--- src/rtl/shift_operand_decoder_pkg.sv ---
// Shared definitions for the shift operand decoder.
// Holds the barrel-shifter operation encoding, the decoder FSM state
// encoding, the operand2 field positions inside a data-processing
// instruction word, and the immediate-shift amount decode helper.
package shift_operand_decoder_pkg;

  typedef enum logic [1:0] {
    SH_LSL = 2'b00,
    SH_LSR = 2'b01,
    SH_ASR = 2'b10,
    SH_ROR = 2'b11
  } shift_op_e;

  typedef enum logic [2:0] {
    ST_IDLE = 3'd0,
    ST_RM   = 3'd1,
    ST_RS   = 3'd2,
    ST_CAP  = 3'd3,
    ST_OUT  = 3'd4
  } state_e;

  // operand2 field positions
  localparam int unsigned OP2_IMM_BIT  = 25;
  localparam int unsigned ROT_MSB      = 11;
  localparam int unsigned ROT_LSB      = 8;
  localparam int unsigned IMM8_MSB     = 7;
  localparam int unsigned IMM8_LSB     = 0;
  localparam int unsigned SHAMT_MSB    = 11;
  localparam int unsigned SHAMT_LSB    = 7;
  localparam int unsigned SHTYPE_MSB   = 6;
  localparam int unsigned SHTYPE_LSB   = 5;
  localparam int unsigned REG_SHIFT_BIT = 4;
  localparam int unsigned RS_MSB       = 11;
  localparam int unsigned RS_LSB       = 8;
  localparam int unsigned RM_MSB       = 3;
  localparam int unsigned RM_LSB       = 0;

  typedef struct packed {
    logic [1:0]  op;
    logic [31:0] amt;
    logic        rrx;
  } shift_fields_t;

  // A zero immediate shift amount is an alias: LSR/ASR #0 mean a full
  // 32-bit shift and ROR #0 means rotate-right-extended by one.
  function automatic shift_fields_t decode_imm_shift(input logic [1:0] op,
                                                     input logic [4:0] n);
    shift_fields_t f;
    f.op  = op;
    f.amt = {27'b0, n};
    f.rrx = 1'b0;
    if (n == 5'd0) begin
      case (op)
        SH_LSR, SH_ASR: f.amt = 32'd32;
        SH_ROR: begin
          f.amt = 32'd1;
          f.rrx = 1'b1;
        end
        default: f.amt = 32'd0;
      endcase
    end
    return f;
  endfunction

endpackage

--- src/rtl/shift_operand_decoder.sv ---
// Shift operand decoder.
// Decodes operand2 of a data-processing instruction into a bundle for the
// external barrel shifter, fetching Rm and (optionally) Rs from the register
// file through a single read port with one-cycle read latency.
//
// Ports:
//   clk, rst_n              clock, async active-low reset
//   in_valid/in_ready/instr instruction handshake
//   rf_rd_en/rf_rd_addr     register-file read request
//   rf_rd_data              read data, valid the cycle after rf_rd_en
//   out_valid/out_ready     operand bundle handshake
//   shift_in/shift_op/shift_amt/rrx  operand bundle
//
// state | meaning
// IDLE  | waiting for an instruction
// RM    | reading Rm
// RS    | capturing Rm data; reading Rs for register-specified shifts
// CAP   | capturing Rs[7:0] as the shift amount
// OUT   | bundle presented, held until out_ready
module shift_operand_decoder
  import shift_operand_decoder_pkg::*;
(
  input  logic        clk,
  input  logic        rst_n,
  input  logic        in_valid,
  output logic        in_ready,
  input  logic [31:0] instr,
  output logic        rf_rd_en,
  output logic [3:0]  rf_rd_addr,
  input  logic [31:0] rf_rd_data,
  output logic        out_valid,
  input  logic        out_ready,
  output logic [31:0] shift_in,
  output logic [1:0]  shift_op,
  output logic [31:0] shift_amt,
  output logic        rrx
);

  state_e        state_q, state_d;
  logic [3:0]    rm_q, rm_d;
  logic [3:0]    rs_q, rs_d;
  logic          reg_shift_q, reg_shift_d;
  logic [31:0]   shift_in_q, shift_in_d;
  logic [1:0]    shift_op_q, shift_op_d;
  logic [31:0]   shift_amt_q, shift_amt_d;
  logic          rrx_q, rrx_d;
  logic          accept;
  shift_fields_t imm_fields;

  // Opcode, condition and destination fields belong to other decoders.
  logic unused_instr_bits;
  assign unused_instr_bits = ^{instr[31:26], instr[24:12]};

  assign in_ready  = (state_q == ST_IDLE) || ((state_q == ST_OUT) && out_ready);
  assign accept    = in_valid && in_ready;
  assign out_valid = (state_q == ST_OUT);

  assign imm_fields = decode_imm_shift(instr[SHTYPE_MSB:SHTYPE_LSB],
                                       instr[SHAMT_MSB:SHAMT_LSB]);

  always_comb begin
    state_d     = state_q;
    rm_d        = rm_q;
    rs_d        = rs_q;
    reg_shift_d = reg_shift_q;
    shift_in_d  = shift_in_q;
    shift_op_d  = shift_op_q;
    shift_amt_d = shift_amt_q;
    rrx_d       = rrx_q;
    rf_rd_en    = 1'b0;
    rf_rd_addr  = 4'd0;

    case (state_q)
      ST_RM: begin
        rf_rd_en   = 1'b1;
        rf_rd_addr = rm_q;
        state_d    = ST_RS;
      end
      ST_RS: begin
        shift_in_d = rf_rd_data;
        if (reg_shift_q) begin
          rf_rd_en   = 1'b1;
          rf_rd_addr = rs_q;
          state_d    = ST_CAP;
        end else begin
          state_d = ST_OUT;
        end
      end
      ST_CAP: begin
        shift_amt_d = {24'b0, rf_rd_data[7:0]};
        state_d     = ST_OUT;
      end
      ST_OUT: begin
        if (out_ready) state_d = ST_IDLE;
      end
      default: state_d = ST_IDLE;
    endcase

    // Accepting overrides the OUT->IDLE step so back-to-back issue works.
    if (accept) begin
      rm_d        = instr[RM_MSB:RM_LSB];
      rs_d        = instr[RS_MSB:RS_LSB];
      reg_shift_d = instr[REG_SHIFT_BIT];
      if (instr[OP2_IMM_BIT]) begin
        shift_in_d  = {24'b0, instr[IMM8_MSB:IMM8_LSB]};
        shift_op_d  = SH_ROR;
        shift_amt_d = {27'b0, instr[ROT_MSB:ROT_LSB], 1'b0};
        rrx_d       = 1'b0;
        state_d     = ST_OUT;
      end else begin
        // Register-shift amount arrives later in CAP; the type is known now.
        shift_op_d = instr[SHTYPE_MSB:SHTYPE_LSB];
        if (instr[REG_SHIFT_BIT]) begin
          shift_amt_d = 32'd0;
          rrx_d       = 1'b0;
        end else begin
          shift_op_d  = imm_fields.op;
          shift_amt_d = imm_fields.amt;
          rrx_d       = imm_fields.rrx;
        end
        state_d = ST_RM;
      end
    end
  end

  always_ff @(posedge clk or negedge rst_n) begin
    if (!rst_n) begin
      state_q     <= ST_IDLE;
      rm_q        <= 4'd0;
      rs_q        <= 4'd0;
      reg_shift_q <= 1'b0;
      shift_in_q  <= 32'd0;
      shift_op_q  <= SH_LSL;
      shift_amt_q <= 32'd0;
      rrx_q       <= 1'b0;
    end else begin
      state_q     <= state_d;
      rm_q        <= rm_d;
      rs_q        <= rs_d;
      reg_shift_q <= reg_shift_d;
      shift_in_q  <= shift_in_d;
      shift_op_q  <= shift_op_d;
      shift_amt_q <= shift_amt_d;
      rrx_q       <= rrx_d;
    end
  end

  assign shift_in  = shift_in_q;
  assign shift_op  = shift_op_q;
  assign shift_amt = shift_amt_q;
  assign rrx       = rrx_q;

endmodule
--- config.mk ---
export PLATFORM = sky130hd
export DESIGN_NAME = shift_operand_decoder
export DESIGN_NICKNAME = d
export VERILOG_FILES = /design/src/rtl/shift_operand_decoder_pkg.sv /design/src/rtl/shift_operand_decoder.sv
export SDC_FILE = /design/constraint.sdc
export NUM_CORES = 1
export LEC_CHECK = 0
export ABC_AREA = 1
export BUFFER_PORTS_ARGS = -buffer_cell sky130_fd_sc_hd__buf_4
export CELL_PAD_IN_SITES_DETAIL_PLACEMENT = 0
export CELL_PAD_IN_SITES_GLOBAL_PLACEMENT = 1
export CORE_MARGIN = 2
export CORE_UTILIZATION = 34
export CTS_CLUSTER_DIAMETER = 40
export DETAILED_ROUTE_END_ITERATION = 7
export PLACE_DENSITY = 0.95
export SLEW_MARGIN = 30
export SYNTH_ARGS = -nofsm -noshare
export SYNTH_HDL_FRONTEND = slang
export SYNTH_SLANG_ARGS = --single-unit
--- constraint.sdc ---
create_clock -name clk -period 2.2 [get_ports clk]
set_input_delay 0.22 -clock clk [delete_from_list [all_inputs] [get_ports clk]]
set_output_delay 0.22 -clock clk [all_outputs]
set_load 0.03 [all_outputs]
Yosys cells after proc, flatten, opt, wreduce, memory -nomap -nowiden

Cells that the tools add are included.

Input port bits: 68
Register bits after elaboration: 79

Reduce and logical (&&, ||, !) cells: 7
Multiplexer cells: 22
Equal/unequal tests: 8

Operators by type and width:

| cell               | count |
|---|---|
| $mux 32            | 7 |
| $mux 33            | 1 |
| $mux 3             | 4 |
| $pmux 3 s4         | 1 |
| $pmux 6 s2         | 1 |
| $pmux 4 s2         | 1 |
| $eq 3x2->1 const B | 2 |
| $logic_not 5->1    | 1 |
| $eq 2x2->1 const B | 2 |
| $mux 1             | 4 |
| $mux 4             | 1 |
| $eq 3x1->1 const B | 1 |
| $eq 3x3->1 const B | 1 |
| $logic_not 3->1    | 1 |
| $ne 3x1->1 const B | 1 |
| $eq 2x1->1 const B | 1 |
| $logic_and 1x1->1  | 2 |
| $mux 2             | 1 |
| $pmux 1 s2         | 1 |
| $reduce_bool 2->1  | 1 |
| $reduce_or 2->1    | 1 |
| $logic_or 1x1->1   | 1 |

Longest topological paths before layout

Word-level depth: 7
Depth in mapped cells: 9

Least setup slack after synthesis

OpenSTA, ideal clock, no wires.

Path type: flip-flop to output port
From: register state_q[1]
To: output port rf_rd_addr[0]
Setup slack: 0.561 ns
Cell stages (with the launch flop): 8
Buffers on the path: 1
Arrival time: 1.419 ns
Cells stage by stage: dfrtp_1 inv_2 nor2_2 nand2_2 inv_2 buf_6 nand2_2 o22ai_1

Word-level cells in the longest chain between the ends: 2
Elaborated cells between the ends (all ways): 3
Those cells by class: 2 x eq/ne; 1 x mux

RTL lines:

| what                                            | RTL line                     | text |
|---|---|---|
| start: declaration                              | shift_operand_decoder.sv:39  | `state_e state_q, state_d;` |
| start signal: assignment                        | shift_operand_decoder.sv:137 | `state_q <= state_d;` |
| $eq 3x2->1 / $eq 3x1->1 (equally long branches) | shift_operand_decoder.sv:73  | `case (state_q)` |
| $pmux 4 s2 (*)                                  | shift_operand_decoder.sv:73  |  |
| end: declaration                                | shift_operand_decoder.sv:29  | `output logic [3:0] rf_rd_addr,` |

Mark *: on every way between the ends. The rest lies on a longest branch, timed or not.

Final worst setup path

From: register state_q[1]
To: output port rf_rd_addr[2]

The elaborated chain is that of the path after synthesis.

==> run_results.csv <==
group,metric,value,unit
run_status,outcome,"finished clean",
clocking,htree_levels,2,
routing,vias,2433,
cells_and_area,diodes,0,
clocking,numClockSinks,55,
floorplan,die_y,94.5,um
power_and_ir_drop,irDropWorstVdd,640,uV
synthesis,synth_area,2790,um^2
global_route,grt_pass1_vias,2233,
sta,setup_tns,0,ns
global_route,grt_pass1_wl,11.1,mm
synthesis,yosysMostFrequentCell,"nand2_1",
sta,relSlewSlack,0.537,
critical_path,endpoint_kind,"primary output",
sta,fin_skew,0.00628,ns
synthesis,synth-async-reset-ratio,1.00,
cells_and_area,fillers,851,
cells_and_area,syn_to_final_growth,29.7,%
clocking,cts_resized,0,
synthesis,synth.top_cell.area_share,0.494,
sta,fmax,522,MHz
routing,ant_nets,0,
place,dpl.cell_count,559,
cells_and_area,final_cells,568,
cells_and_area,drive_gt1_frac,0.259,
critical_path,cp.arrival,1.70,ns
min_path,hp-class,"in2reg",
place,gp_congestion,0.845,
place,dp_hpwl,5.03,mm
floorplan,dieWidth,94.5,um
sta,rsz0062_at_grt,"false",
synthesis,synth-seq-cells,55,
floorplan,initial_core_util,0.344,
synthesis,synth_cell_types,25,
synthesis,synth_ff_type,"dfrtp_1",
sta,hold_viol,0,
routing,routed_via_density,4.28,
flow_run,maxCapViolations,0,
critical_path,cp-start-kind,"register",
critical_path,crit_type,"reg2out",
synthesis,synthCells,366,
sta,setup_violations,0,
clocking,cts_max_path_buffers,2,
clocking,clk_pin_slew,0.11,ns
critical_path,critPathRequiredTime,1.98,ns
global_route,grt_use_total,0.158,
routing,wire_per_inst,12.0,um
sta,drv_slew,0,
global_route,grt_max_degree,56,
sta,tightest_slew,0.694,ns
synthesis,avgSynthCellArea,7.61,um^2
synthesis,synth_area_leaders,"dfrtp_1 49%, nand2_1 20%, buf_4 7.3%",
synthesis,seq_area_frac_synth,0.494,
clocking,cts_root_buffer,"clkbuf_8",
synthesis,ys_warn_count,0,
routing,route.final.wire_length,6.81,mm
power_and_ir_drop,powerDensity,1410,nW/um^2
routing,drcViolationCount,0,
power_and_ir_drop,leakagePower,2.21,nW
global_route,antenna_found_initial,0,
place,io_buffers,98,
synthesis,synth_area_leader_cell,"dfrtp_1",
sta,period_minus_slack,1.92,ns
routing,drt-initial-drc-count,194,
cells_and_area,fin_area,3610,um^2
cells_and_area,fin_nets,532,
critical_path,path_max_fanout,13,
sta,period_share,0.871,
synthesis,synth-edff-count,0,
floorplan,coreArea,8090,um^2
clocking,cts_made_buffers,5,
routing,first_pass_iters,4,
global_route,grt_overflow_total,0,
clocking,cts_tree,"done",
place,postPlaceCellArea,3510,um^2
synthesis,ys_top_cells_by_count,"151 x nand2_1, 55 x dfrtp_1, 53 x inv_1",
cells_and_area,final_util,0.447,
floorplan,row_count,33,
floorplan,ioPinCount,142,
clocking,clkLatencyLatePin,0.31,ns
floorplan,dieArea,8940,um^2
-- routing by layer --
metal | vias up | track usage | part of all wire | routed length [um]
met1 | 1091 | 0.211 | 0.45 | 3060
met4 | 0 | 0.0350 | 0.0065 | 44
met5 | - | 0 | 0 | 0
li1 | 1245 | - | - | -
met2 | 90 | 0.258 | 0.46 | 3160
met3 | 7 | 0.0431 | 0.079 | 540
-- worst paths after layout --
check | start | to | slack [ns] | depth (start not counted)
hold / removal | instr[10] | rs_q[2] | 0.15 | 3
setup reg to reg | state_q[1] | shift_in[16] | 0.42 | 7
hold reg to reg | rm_q[3] | rm_q[3] | 0.50 | 2
min in group asynchronous | rst_n | shift_op[0] | 0.49 | 2
max in group asynchronous | rst_n | shift_in[23] | 1.24 | 2
setup / recovery | state_q[1] | rf_rd_addr[2] | 0.28 | 7
-- flip-flops by register name (all words and copies together) (netlist names) --
register     flops
shift_op         2
shift_in        32
reg_shift_q      1
state_q          3
rrx              1
shift_amt        8
rm_q             4
rs_q             4
-- kinds of logic (layout without fill, tap and decap cells) --
group	after synthesis	after routing	share of synthesized area
simple gates	174	174	0.248
buf+inv	94	168	0.169
flops	55	55	0.494
compound gates	40	40	0.0790
fa+ha+maj	2	2	0.00898
other cells	1	24	0.00135
-- layout by cell type, fill, tap and decap left out, types with 2 or more instances in the layout --
cell / count
nand2_1: 151
nand2_2: 3
clkbuf_8: 5
o21ai_0: 16
inv_6: 2
nor2_2: 2
o21ai_1: 14
conb_1: 24
ha_1: 2
o22ai_1: 3
nand3_1: 7
nor2_1: 6
buf_4: 102
dfrtp_1: 55
a2bb2oi_1: 2
a21oi_1: 2
nand4_1: 2
o211ai_1: 2
inv_2: 4
inv_1: 53
-- worst max-delay path, stage by stage (launching register included) --
cell and delay (ns):
dfrtp_1 0.42, inv_2 0.06, nor2_2 0.11, nand2_2 0.07, inv_2 0.20, nand2_2 0.15
o22ai_1 0.18, buf_4 0.20
-- power by group --
part,internal (mW),total (mW),switching (mW)
clock network,0.231,0.585,0.353
registers,1.45,1.71,0.258
logic,0.979,2.82,1.84
total,2.66,5.11,2.45
-- area by class of cell --
cell class              instances  area [um^2]  share of cell area
flip-flops and latches         55         1380               0.381
multi-input cells             240         1030               0.284
repair buffers                103          776               0.215
inverters                      57          214              0.0592
well taps                     105          131              0.0363
clock buffers                   5         68.8              0.0190
clock inverters                 3         22.5             0.00623
-- repair_timing --
action                                  4_1_cts  5_1_grt
endpoints found under the hold margin        55        0
hold buffers                                  1        0
endpoints found under the setup margin        0        0
setup buffers                                 0        0
-- through the flow --
step,total power [mW],hold slack (ns),worst slack [ns]
floorplan,3.62,-0.0756,0.561
global placement,4.51,0.316,0.480
detailed placement,4.56,0.319,0.434
CTS,5.16,0.137,0.277
global route,5.55,0.153,0.132
finish,5.11,0.146,0.283
Power figures use the tool's default switching activity.
